File: src/rtl/serial_adder_pkg.sv
// Shared definitions for the bit-serial adder: FSM state type and encodings.
package serial_adder_pkg;

    localparam logic [1:0] ST_IDLE = 2'd0;
    localparam logic [1:0] ST_RUN  = 2'd1;
    localparam logic [1:0] ST_DONE = 2'd2;

    typedef enum logic [1:0] {
        IDLE = ST_IDLE,
        RUN  = ST_RUN,
        DONE = ST_DONE
    } state_t;

endpackage

File: src/rtl/full_adder.sv
// Single-bit full adder cell.
module full_adder (
    input  logic a,
    input  logic b,
    input  logic c_in,
    output logic sum,
    output logic c_out
);

    assign sum   = a ^ b ^ c_in;
    assign c_out = (a & b) | (c_in & (a ^ b));

endmodule

File: src/rtl/serial_adder.sv
// Bit-serial WIDTH-bit adder reusing one full_adder cell over WIDTH cycles, LSB first.
// Define SERIAL_ADDER_SUB_EN to add the sub port and a - b - c_in subtract mode.
//
// state | meaning
// IDLE  | ready for an operand pair
// RUN   | one bit per cycle through the cell
// DONE  | result presented until res_ready
module serial_adder
    import serial_adder_pkg::*;
#(
    parameter int WIDTH = 8
) (
    input  logic             clk,
    input  logic             rst_n,
    input  logic             start_valid,
    output logic             start_ready,
    input  logic [WIDTH-1:0] a,
    input  logic [WIDTH-1:0] b,
    input  logic             c_in,
`ifdef SERIAL_ADDER_SUB_EN
    input  logic             sub,
`endif
    output logic             res_valid,
    input  logic             res_ready,
    output logic [WIDTH-1:0] sum,
    output logic             c_out
);

    localparam int            CW       = $clog2(WIDTH);
    localparam logic [CW-1:0] LAST_BIT = CW'(WIDTH - 1);

    state_t           state;
    logic [WIDTH-1:0] a_sr;
    logic [WIDTH-1:0] b_sr;
    logic [WIDTH-1:0] sum_sr;
    logic             carry;
    logic [CW-1:0]    cnt;
    logic             b_bit;
    logic             fa_sum;
    logic             fa_cout;

`ifdef SERIAL_ADDER_SUB_EN
    logic sub_q;
    // Two's-complement subtract: invert b bit-by-bit, carry was preloaded with ~c_in.
    assign b_bit = b_sr[0] ^ sub_q;
`else
    assign b_bit = b_sr[0];
`endif

    full_adder u_fa (
        .a     (a_sr[0]),
        .b     (b_bit),
        .c_in  (carry),
        .sum   (fa_sum),
        .c_out (fa_cout)
    );

    always_ff @(posedge clk or negedge rst_n) begin
        if (!rst_n) begin
            state       <= IDLE;
            a_sr        <= '0;
            b_sr        <= '0;
            sum_sr      <= '0;
            carry       <= 1'b0;
            cnt         <= '0;
            start_ready <= 1'b0;
            res_valid   <= 1'b0;
`ifdef SERIAL_ADDER_SUB_EN
            sub_q       <= 1'b0;
`endif
        end else begin
            case (state)
                IDLE: begin
                    start_ready <= 1'b1;
                    if (start_valid && start_ready) begin
                        a_sr        <= a;
                        b_sr        <= b;
                        cnt         <= '0;
                        start_ready <= 1'b0;
                        state       <= RUN;
`ifdef SERIAL_ADDER_SUB_EN
                        sub_q       <= sub;
                        carry       <= c_in ^ sub;
`else
                        carry       <= c_in;
`endif
                    end
                end
                RUN: begin
                    sum_sr <= {fa_sum, sum_sr[WIDTH-1:1]};
                    carry  <= fa_cout;
                    a_sr   <= a_sr >> 1;
                    b_sr   <= b_sr >> 1;
                    if (cnt == LAST_BIT) begin
                        state     <= DONE;
                        res_valid <= 1'b1;
                    end else begin
                        cnt <= cnt + CW'(1);
                    end
                end
                DONE: begin
                    if (res_ready) begin
                        state       <= IDLE;
                        res_valid   <= 1'b0;
                        start_ready <= 1'b1;
                    end
                end
                default: begin
                    state       <= IDLE;
                    res_valid   <= 1'b0;
                    start_ready <= 1'b0;
                end
            endcase
        end
    end

    assign sum   = sum_sr;
    assign c_out = carry;

endmodule

File: config.mk
export PLATFORM = sky130hd
export DESIGN_NAME = serial_adder
export DESIGN_NICKNAME = d
export VERILOG_FILES = /design/src/rtl/serial_adder_pkg.sv /design/src/rtl/full_adder.sv /design/src/rtl/serial_adder.sv
export SDC_FILE = /design/constraint.sdc
export NUM_CORES = 1
export LEC_CHECK = 0
export ABC_AREA = 1
export CAP_MARGIN = 25
export CORE_UTILIZATION = 52
export CTS_BUF_LIST = sky130_fd_sc_hd__clkbuf_8
export DETAILED_ROUTE_END_ITERATION = 16
export GPL_TIMING_DRIVEN = 0
export PLACE_DENSITY = 0.81
export SLEW_MARGIN = 20
export SYNTH_ARGS = -nofsm -noshare
export SYNTH_HDL_FRONTEND = slang
export SYNTH_HIERARCHICAL = 1
export SYNTH_SLANG_ARGS = --single-unit
File: constraint.sdc
create_clock -name clk -period 1.7 [get_ports clk]
set_input_delay 0.255 -clock clk [delete_from_list [all_inputs] [get_ports clk]]
set_output_delay 0.255 -clock clk [all_outputs]
set_load 0.01 [all_outputs]
# == Yosys cells after proc, flatten, opt, wreduce, memory -nomap -nowiden ==
# Index checks and enable logic that the tools add are counted.
# totals
ff_bits,32
inputBits,21
out_inout_bits,11
word_cells,50
# op_classes
addsub,1
n_eq_ne,7
n_mux,19
bitwise,7
reduce_logical,8
# op_table
cell,n
one-hot mux 8 bit (2 select lines),2
2-to-1 mux 8 bit,2
AND reduction 3 bit,3
!= test 2 bit (second input constant),4
2-to-1 mux 2 bit,3
2-to-1 mux 3 bit,2
one-hot mux 1 bit (3 select lines),2
one-hot mux 2 bit (3 select lines),1
one-hot mux 3 bit (2 select lines),1
2-to-1 mux 1 bit,5
AND reduction 2 bit,2
adder 3 x 1 -> 3 bit (second input constant),1
== test 3 bit (second input constant),1
bitwise AND 1 bit,2
== test 2 x 1 -> 1 bit (second input constant),1
== test 2 bit (second input constant),1
logical NOT 2 bit,1
NOT 1 bit,2
one-hot mux 1 bit (2 select lines),1
nonzero test 2 bit,1
bitwise XOR 1 bit,2
logical AND 1 bit,1
bitwise OR 1 bit,1

# == Depth between registers and ports, before layout ==
# Gate-level depths: netlist of run 1.
# logic_depth
word_depth,4
ltp_mapped,7
mapped_depth_nobuf,6

# == Modules after synthesis ==
# The synthesis of run 1 kept the hierarchy.
# modules_own_cells
module,instances,cells_each,area_per_inst_um2,seq_area_each_um2
serial_adder,1,198,1517.7,800.8
full_adder,1,1,20.0,0.0

# == Worst setup path after synthesis of run 1 ==
# Ideal clock, no wire load.
# synth_timing
kind,flip-flop to flip-flop
startpoint,register cnt[0]
endpoint,register cnt[0]
setup_time_ps,118
t_arrival_ps,1101
required_time_ps,1582
slack_ps,481
path_stages_with_launch,7
path_buffers,0
period_less_slack_ps,1219
path_cell_list,dfrtp_1 ha_1 ha_1 inv_1 nand3_1 nand3_1 nand2_1
# synth_via
elab_chain_cells,3
word_cells_on_any_way,6
classes_between,1 x add/sub; 2 x eq/ne; 2 x mux; 1 x reduce/logical
# synth_rtl
item,line,text
from (decl),serial_adder.sv:37,logic [CW-1:0] cnt;
from (signal assigned),serial_adder.sv:98,cnt <= cnt + CW'(1);
adder 3 x 1 -> 3 bit / == test 3 bit (equally long branches),"serial_adder.sv:98, serial_adder.sv:94",
2-to-1 mux 3 bit / != test 2 bit (equally long branches),-,
one-hot mux 3 bit (2 select lines) / AND reduction 3 bit (equally long branches),-,
# Several ways; a longest one is shown, not always the timed one. The select of a mux whose other input is x is not followed.
# A chain may end at the register's enable or synchronous reset.

# == Final worst setup path of run 1 ==
# layout_timing
startpoint,"register carry, in the netlist c_out"
endpoint,output port c_out
# layout_lines
item,line,text
from (decl),serial_adder.sv:36,logic carry;
from (signal assigned),serial_adder.sv:85,carry <= c_in;
from (signal assigned),serial_adder.sv:91,carry <= fa_cout;
to (decl),serial_adder.sv:26,output logic c_out
# No word-level cell between the ends.

==> results.md, run 1 <==
| Metric | Value | Unit |
|---|---|---|
| Flip-flop and latch count after synthesis | 32 | - |
| Register-to-register path setup slack | 0.33 | ns |
| Biggest area consumer among synthesized cells | sky130_fd_sc_hd__dfrtp_1 | - |
| Clock tree from TritonCTS | yes | - |
| Overall power of the completed layout | 3.54 | mW |
| Total number of yosys warnings | 6 | - |
| Total global routing overflow | 0 | - |
| Total cell area at the placement stage | 0.00188 | mm2 |
| Maximum buffer depth of the clock tree | 2 | - |
| Cell depth of the worst flop-to-flop path | 6 | - |
| TritonCTS Buffers | 5 | - |
| Required time reported for the critical path endpoint | 1.44 | ns |
| Number of hold violations in the final report | 0 | - |
| Most common cell after layout, fill and taps aside | sky130_fd_sc_hd__nand2_1 | - |
| Layout Nets | 261 | - |
| WP buf/inv | 1 | - |
| Unrepaired setup endpoints after global routing | false | - |
| Largest net degree at the start of global routing | 33 | - |
| Die Y-Extent | 56.4 | um |
| Tot GR Track Use | 0.225 | - |
| Worst path arrival time | 1.22 | ns |
| Worst reg2reg endpoint | cnt[0] | - |
| Number of global-route vias before repair | 1206 | - |
| Clk sink count | 32 | - |
| Cell at the slowest stage of the critical path | sky130_fd_sc_hd__clkdlybuf4s50_1 | - |
| Period utilization | 0.868 | - |
| Relative slew slack | 0.533 | - |
| Kind of critical path | reg2out | - |
| Non-Filler Instances | 269 | - |
| Number of iterations in the first detailed-routing pass | 4 | - |
| First-iteration detailed-routing DRC count | 46 | - |
| Initial antenna violation count | 0 | - |
| Net count after synthesis | 223 | - |
| Category of the worst setup path launch point | flip-flop | - |
| Slowest stage delay, CP | 0.55 | ns |
| Class of the tightest hold or removal check | in2async | - |
| Cell area after layout | 0.00197 | mm2 |
| IO Port Bufs | 31 | - |
| Endpoint type of the worst setup path | output pin | - |
| Post-synthesis to final-layout area growth | 28.2 | % |
| Setup-violating endpoint count in the final report | 0 | - |
| Largest driver fanout on the critical path | 3 | - |
| Sum of negative setup slack | 0 | ns |
| DR vias | 1363 | - |
| Distinct cells, synth | 18 | - |
| Share of Yosys cell area claimed by the top area cell type | 0.521 | - |
| Clk Tree Root Cell | sky130_fd_sc_hd__clkbuf_8 | - |
| Register area share after synthesis | 0.521 | - |
| IR drop worst, VDD | 1.24 | mV |
| Cells after Synth | 199 | - |
| HPWL after DPL | 2.07 | mm |
| Fillers | 241 | - |
| Most used cells in the layout excluding fill and tap cells | sky130_fd_sc_hd__nand2_1, sky130_fd_sc_hd__dfrtp_1, sky130_fd_sc_hd__clkdlybuf4s50_1 | - |
| Area of the core | 0.00278 | mm2 |
| Series of cell instances along the critical path | clkdlybuf4s50_1 | - |
| Top cells by area, synth | sky130_fd_sc_hd__dfrtp_1, sky130_fd_sc_hd__nand2_1, sky130_fd_sc_hd__nand3_1 | - |
| Share of final-layout standard cells stronger than drive strength 1 | 0.0840 | - |
| WL/cell | 11.5 | um |
| End-of-flow core utilization | 0.709 | - |
| I/O pin cnt | 32 | - |
| Cell Count Post-Placement | 261 | - |
| Hold-fix buffers at CTS | 0 | - |
| Largest delay contributor family on the critical path | buffers and inverters | - |
| Outcome | completed | - |
| Global-route wire length before repair | 5.39 | mm |
| R2r startpoint | cnt[0] | - |
| DRC violation count after routing | 0 | - |
| Via density per instance | 5.07 | - |
| Number of max-slew violations in the final report | 0 | - |
| Max Cap Violations | 0 | - |
| Leakage component of the power | 1.08 | nW |
| Cell Area, Synth | 0.00154 | mm2 |
| Number of antenna cells inserted | 0 | - |
| Final critical path time including I/O delays and setup | 1.47 | ns |
| Highest clock rate | 678 | MHz |
| Post-CTS Setup Bufs | 0 | - |
| Die width | 56.4 | um |
| Register clock-pin slew on the reported worst setup and hold paths | 0.07 | ns |
| Clock tree skew after final layout | 0.00616 | ns |
| Power per unit of standard cell area | 1790 | mW/mm2 |
| Cts repair resizes | 0 | - |
| Effective utilization at floorplan | 0.553 | - |
| Number of levels in the clock H-tree | 2 | - |
| Number of nets with antenna violations after routing | 0 | - |
| Total wire length | 3.10 | mm |
| Tightest Pin Transition | 0.700 | ns |
| Skew-Pair Late Insertion Delay | 0.28 | ns |
| Row count | 19 | - |
| Average instance area after synthesis | 7.73 | um2 |
| Die footprint | 0.00318 | mm2 |
| Last weighted congestion value of the routability-driven placer | 0.757 | - |
[layout make-up]
cell class	instances	area [um2]	area share
Sequential cell	32	801	0.406
Multi-Input combinational cell	147	639	0.324
Timing Repair Buffer	31	305	0.155
Clock buffer	6	82.6	0.0419
Buffer	8	52.6	0.0266
Inverter	12	45.0	0.0228
Tap cell	31	38.8	0.0197
Clock inverter	2	7.51	0.00381
[per-stage QoR]
step / setup slack (ns) / hold WS, ns
final: 0.225 / 0.0152
after global routing: 0.184 / 0.0793
after CTS: 0.218 / 0.0368
after detailed placement: 0.128 / 0.342
after global placement: -0.236 / 0.457
after floorplan: 0.481 / -0.0406
[sequential cells by signal (all words and copies together) (netlist names)]
signal,cells
start_ready,1
b_sr,8
sum,8
res_valid,1
cnt,3
state,2
a_sr,8
c_out,1
[how the worst max path moves through the flow]
stage | from | to | slack [ns] | cells past startpoint
after floorplan | cnt[0] | cnt[0] | 0.48 | 6
after global placement | rst_n | a_sr[5] | -0.24 | 1
after detailed placement | start_valid | b_sr[2] | 0.13 | 6
after CTS | c_out | c_out | 0.22 | 1
after global routing | c_out | c_out | 0.18 | 1
final | c_out | c_out | 0.23 | 1
[Yosys cell counts]
cell type,number
sky130_fd_sc_hd__a21oi_1,1
sky130_fd_sc_hd__a21oi_2,1
sky130_fd_sc_hd__buf_2,3
sky130_fd_sc_hd__buf_4,3
sky130_fd_sc_hd__buf_6,1
sky130_fd_sc_hd__clkbuf_1,1
sky130_fd_sc_hd__dfrtp_1,32
sky130_fd_sc_hd__fa_1,1
sky130_fd_sc_hd__ha_1,2
sky130_fd_sc_hd__inv_1,10
sky130_fd_sc_hd__inv_2,2
sky130_fd_sc_hd__nand2_1,109
sky130_fd_sc_hd__nand2_2,2
sky130_fd_sc_hd__nand3_1,20
sky130_fd_sc_hd__nand4_1,3
sky130_fd_sc_hd__nor2_1,1
sky130_fd_sc_hd__nor2_2,1
sky130_fd_sc_hd__o21ai_0,6
[routing by layer]
metal | vias up | share of wire | global-route usage
met5 | - | 0 | 0
met2 | 36 | 0.46 | 0.340
met1 | 623 | 0.47 | 0.305
met3 | 8 | 0.046 | 0.0484
met4 | 0 | 0.020 | 0.115
li1 | 696 | - | -
[power by group]
group,internal (mW),switching [mW]
logic,0.692,0.956
clock network,0.318,0.275
registers,1.09,0.205
[logic make-up after synthesis]
family | after synthesis | synth area share
compound gates | 8 | 0.0285
fa+ha+maj | 3 | 0.0293
buf+inv | 20 | 0.0635
flops | 32 | 0.521
simple gates | 136 | 0.358
(Power assumes the default switching activity.)
==> run 2: changes to the inputs <==
- CORE_MARGIN: default -> 5
- SLEW_MARGIN: 20 -> default
==> run 2 against run 1 <==
Net effect: sequential power is essentially flat; first-iteration DRC count up 65%; fmax decreased by 0.36%; sequential cell count unchanged; final area unchanged; wire length up 1.4%; die area rose by 30%; count of clock-buffer cells in the layout did not move; critical path type unchanged; critical endpoint unchanged; largest cell class unchanged; largest power group unchanged; highest routed layer unchanged.
==> results.md, run 2 (same netlist as run 1, synthesis figures left out) <==
| Metric | Value | Unit |
|---|---|---|
| Switching Fraction | 0.404 | - |
| Number of max-slew violations in the final report | 0 | - |
| Die footprint | 0.00414 | mm2 |
| Number of levels in the clock H-tree | 2 | - |
| Cell area after layout | 0.00197 | mm2 |
| Max Cap Violations | 0 | - |
| Tightest Pin Transition | 0.700 | ns |
| Cell Count Post-Placement | 261 | - |
| Global-route wire length before repair | 5.60 | mm |
| Number of hold violations in the final report | 0 | - |
| Cell at the slowest stage of the critical path | sky130_fd_sc_hd__clkdlybuf4s50_1 | - |
| Final Hold Slack | 0.0217 | ns |
| Sum of negative setup slack | 0 | ns |
| HPWL after DPL | 2.18 | mm |
| Hold-fix buffers at CTS | 0 | - |
| Total global routing overflow | 0 | - |
| WP buf/inv | 1 | - |
| Slowest stage delay, CP | 0.55 | ns |
| Category of the worst setup path launch point | flip-flop | - |
| Cell depth of the worst flop-to-flop path | 6 | - |
| Register-to-register path setup slack | 0.35 | ns |
| Via density per instance | 5.03 | - |
| Number of nets with antenna violations after routing | 0 | - |
| Largest delay contributor family on the critical path | buffers and inverters | - |
| Area of the core | 0.00281 | mm2 |
| Series of cell instances along the critical path | clkdlybuf4s50_1 | - |
| Fillers | 221 | - |
| Multi-input combinational cell area | 639 | um2 |
| Share of power burned in the clock network | 0.164 | - |
| Total wire length | 3.14 | mm |
| First-iteration detailed-routing DRC count | 76 | - |
| IO Port Bufs | 31 | - |
| Most common cell after layout, fill and taps aside | sky130_fd_sc_hd__nand2_1 | - |
| Clock tree from TritonCTS | yes | - |
| Number of antenna cells inserted | 0 | - |
| Effective utilization at floorplan | 0.548 | - |
| Overall power of the completed layout | 3.52 | mW |
| Kind of critical path | reg2out | - |
| Row count | 19 | - |
| Non-Filler Instances | 269 | - |
| Final critical path time including I/O delays and setup | 1.48 | ns |
| DR vias | 1352 | - |
| Outcome | completed | - |
| Class of the tightest hold or removal check | in2async | - |
| Layout Nets | 261 | - |
| Relative slew slack | 0.533 | - |
| Last weighted congestion value of the routability-driven placer | 0.818 | - |
| Required time reported for the critical path endpoint | 1.44 | ns |
| Unrepaired setup endpoints after global routing | false | - |
| Sequential Power Share | 0.369 | - |
| Endpoint type of the worst setup path | output pin | - |
| R2r startpoint | cnt[0] | - |
| Number of global-route vias before repair | 1260 | - |
| Clk Tree Root Cell | sky130_fd_sc_hd__clkbuf_8 | - |
| Sw Pwr | 1.42 | mW |
| Clock tree skew after final layout | 0.00343 | ns |
| Period utilization | 0.871 | - |
| Highest clock rate | 676 | MHz |
| Worst reg2reg endpoint | cnt[2] | - |
| DRC violation count after routing | 0 | - |
| Largest net degree at the start of global routing | 33 | - |
| Total internal power | 2.10 | mW |
| Worst path arrival time | 1.23 | ns |
| Post-synthesis to final-layout area growth | 28.2 | % |
| Die width | 64.4 | um |
| Clk sink count | 32 | - |
| Power per unit of standard cell area | 1790 | mW/mm2 |
| Cts repair resizes | 0 | - |
| Register clock-pin slew on the reported worst setup and hold paths | 0.06 | ns |
| Most used cells in the layout excluding fill and tap cells | sky130_fd_sc_hd__nand2_1, sky130_fd_sc_hd__dfrtp_1, sky130_fd_sc_hd__clkdlybuf4s50_1 | - |
| Area used by sequential logic in the layout | 801 | um2 |
| Post-CTS Setup Bufs | 0 | - |
| Share of final-layout standard cells stronger than drive strength 1 | 0.0840 | - |
| Largest driver fanout on the critical path | 3 | - |
| I/O pin cnt | 32 | - |
| Leakage component of the power | 1.08 | nW |
| Setup-violating endpoint count in the final report | 0 | - |
| Initial antenna violation count | 0 | - |
| Tot GR Track Use | 0.173 | - |
| Maximum buffer depth of the clock tree | 2 | - |
| Skew-Pair Late Insertion Delay | 0.28 | ns |
| Die Y-Extent | 64.4 | um |
| Total cell area at the placement stage | 0.00188 | mm2 |
| Number of iterations in the first detailed-routing pass | 4 | - |
| WL/cell | 11.7 | um |
| Relative contribution of combinational cells to total power | 0.467 | - |
| IR drop worst, VDD | 0.839 | mV |
| TritonCTS Buffers | 5 | - |
## run 2: cell type report
type	instances	share of cell area
Timing Repair Buffer	31	0.155
Clock inverter	2	0.00381
Clock buffer	6	0.0419
Tap cell	31	0.0197
Sequential cell	32	0.406
Inverter	12	0.0228
Buffer	8	0.0266
Multi-Input combinational cell	147	0.324
## run 2: power by group through the flow
stage,logic (mW),clock network (mW),registers [mW]
floorplan,1.08,0,1.32
global placement,1.63,0,1.30
detailed placement,1.65,0,1.31
CTS,1.66,0.588,1.30
global route,1.90,0.628,1.35
finish,1.65,0.576,1.30
## run 2: through the flow
step,utilization,setup WS (ns)
final,0.703,0.220
after global placement,0.673,-0.259
after floorplan,-,0.481
after CTS,0.703,0.211
after detailed placement,0.671,0.104
after global routing,0.703,0.173
## run 2: per-layer routing
metal	routed length (um)	vias up	global-route usage
met5	0	-	0
met4	45	0	0.0554
met3	203	6	0.0683
met2	1440	41	0.264
met1	1450	614	0.226
li1	-	691	-
## run 2: how the worst max path moves through the flow
stage | to | slack, ns | startpoint | cells after the start
after global placement | a_sr[5] | -0.26 | rst_n | 1
after CTS | c_out | 0.21 | c_out | 1
after global routing | c_out | 0.17 | c_out | 1
final | c_out | 0.22 | c_out | 1
after detailed placement | a_sr[6] | 0.10 | start_valid | 6
after floorplan | cnt[0] | 0.48 | cnt[0] | 6
==> run 3: changes to the inputs <==
- SKIP_LAST_GASP: default -> 1
- SLEW_MARGIN: default -> 20
==> results of run 3 <==
Same layout as run 2: the final DEF is identical, and so are final timing and power.
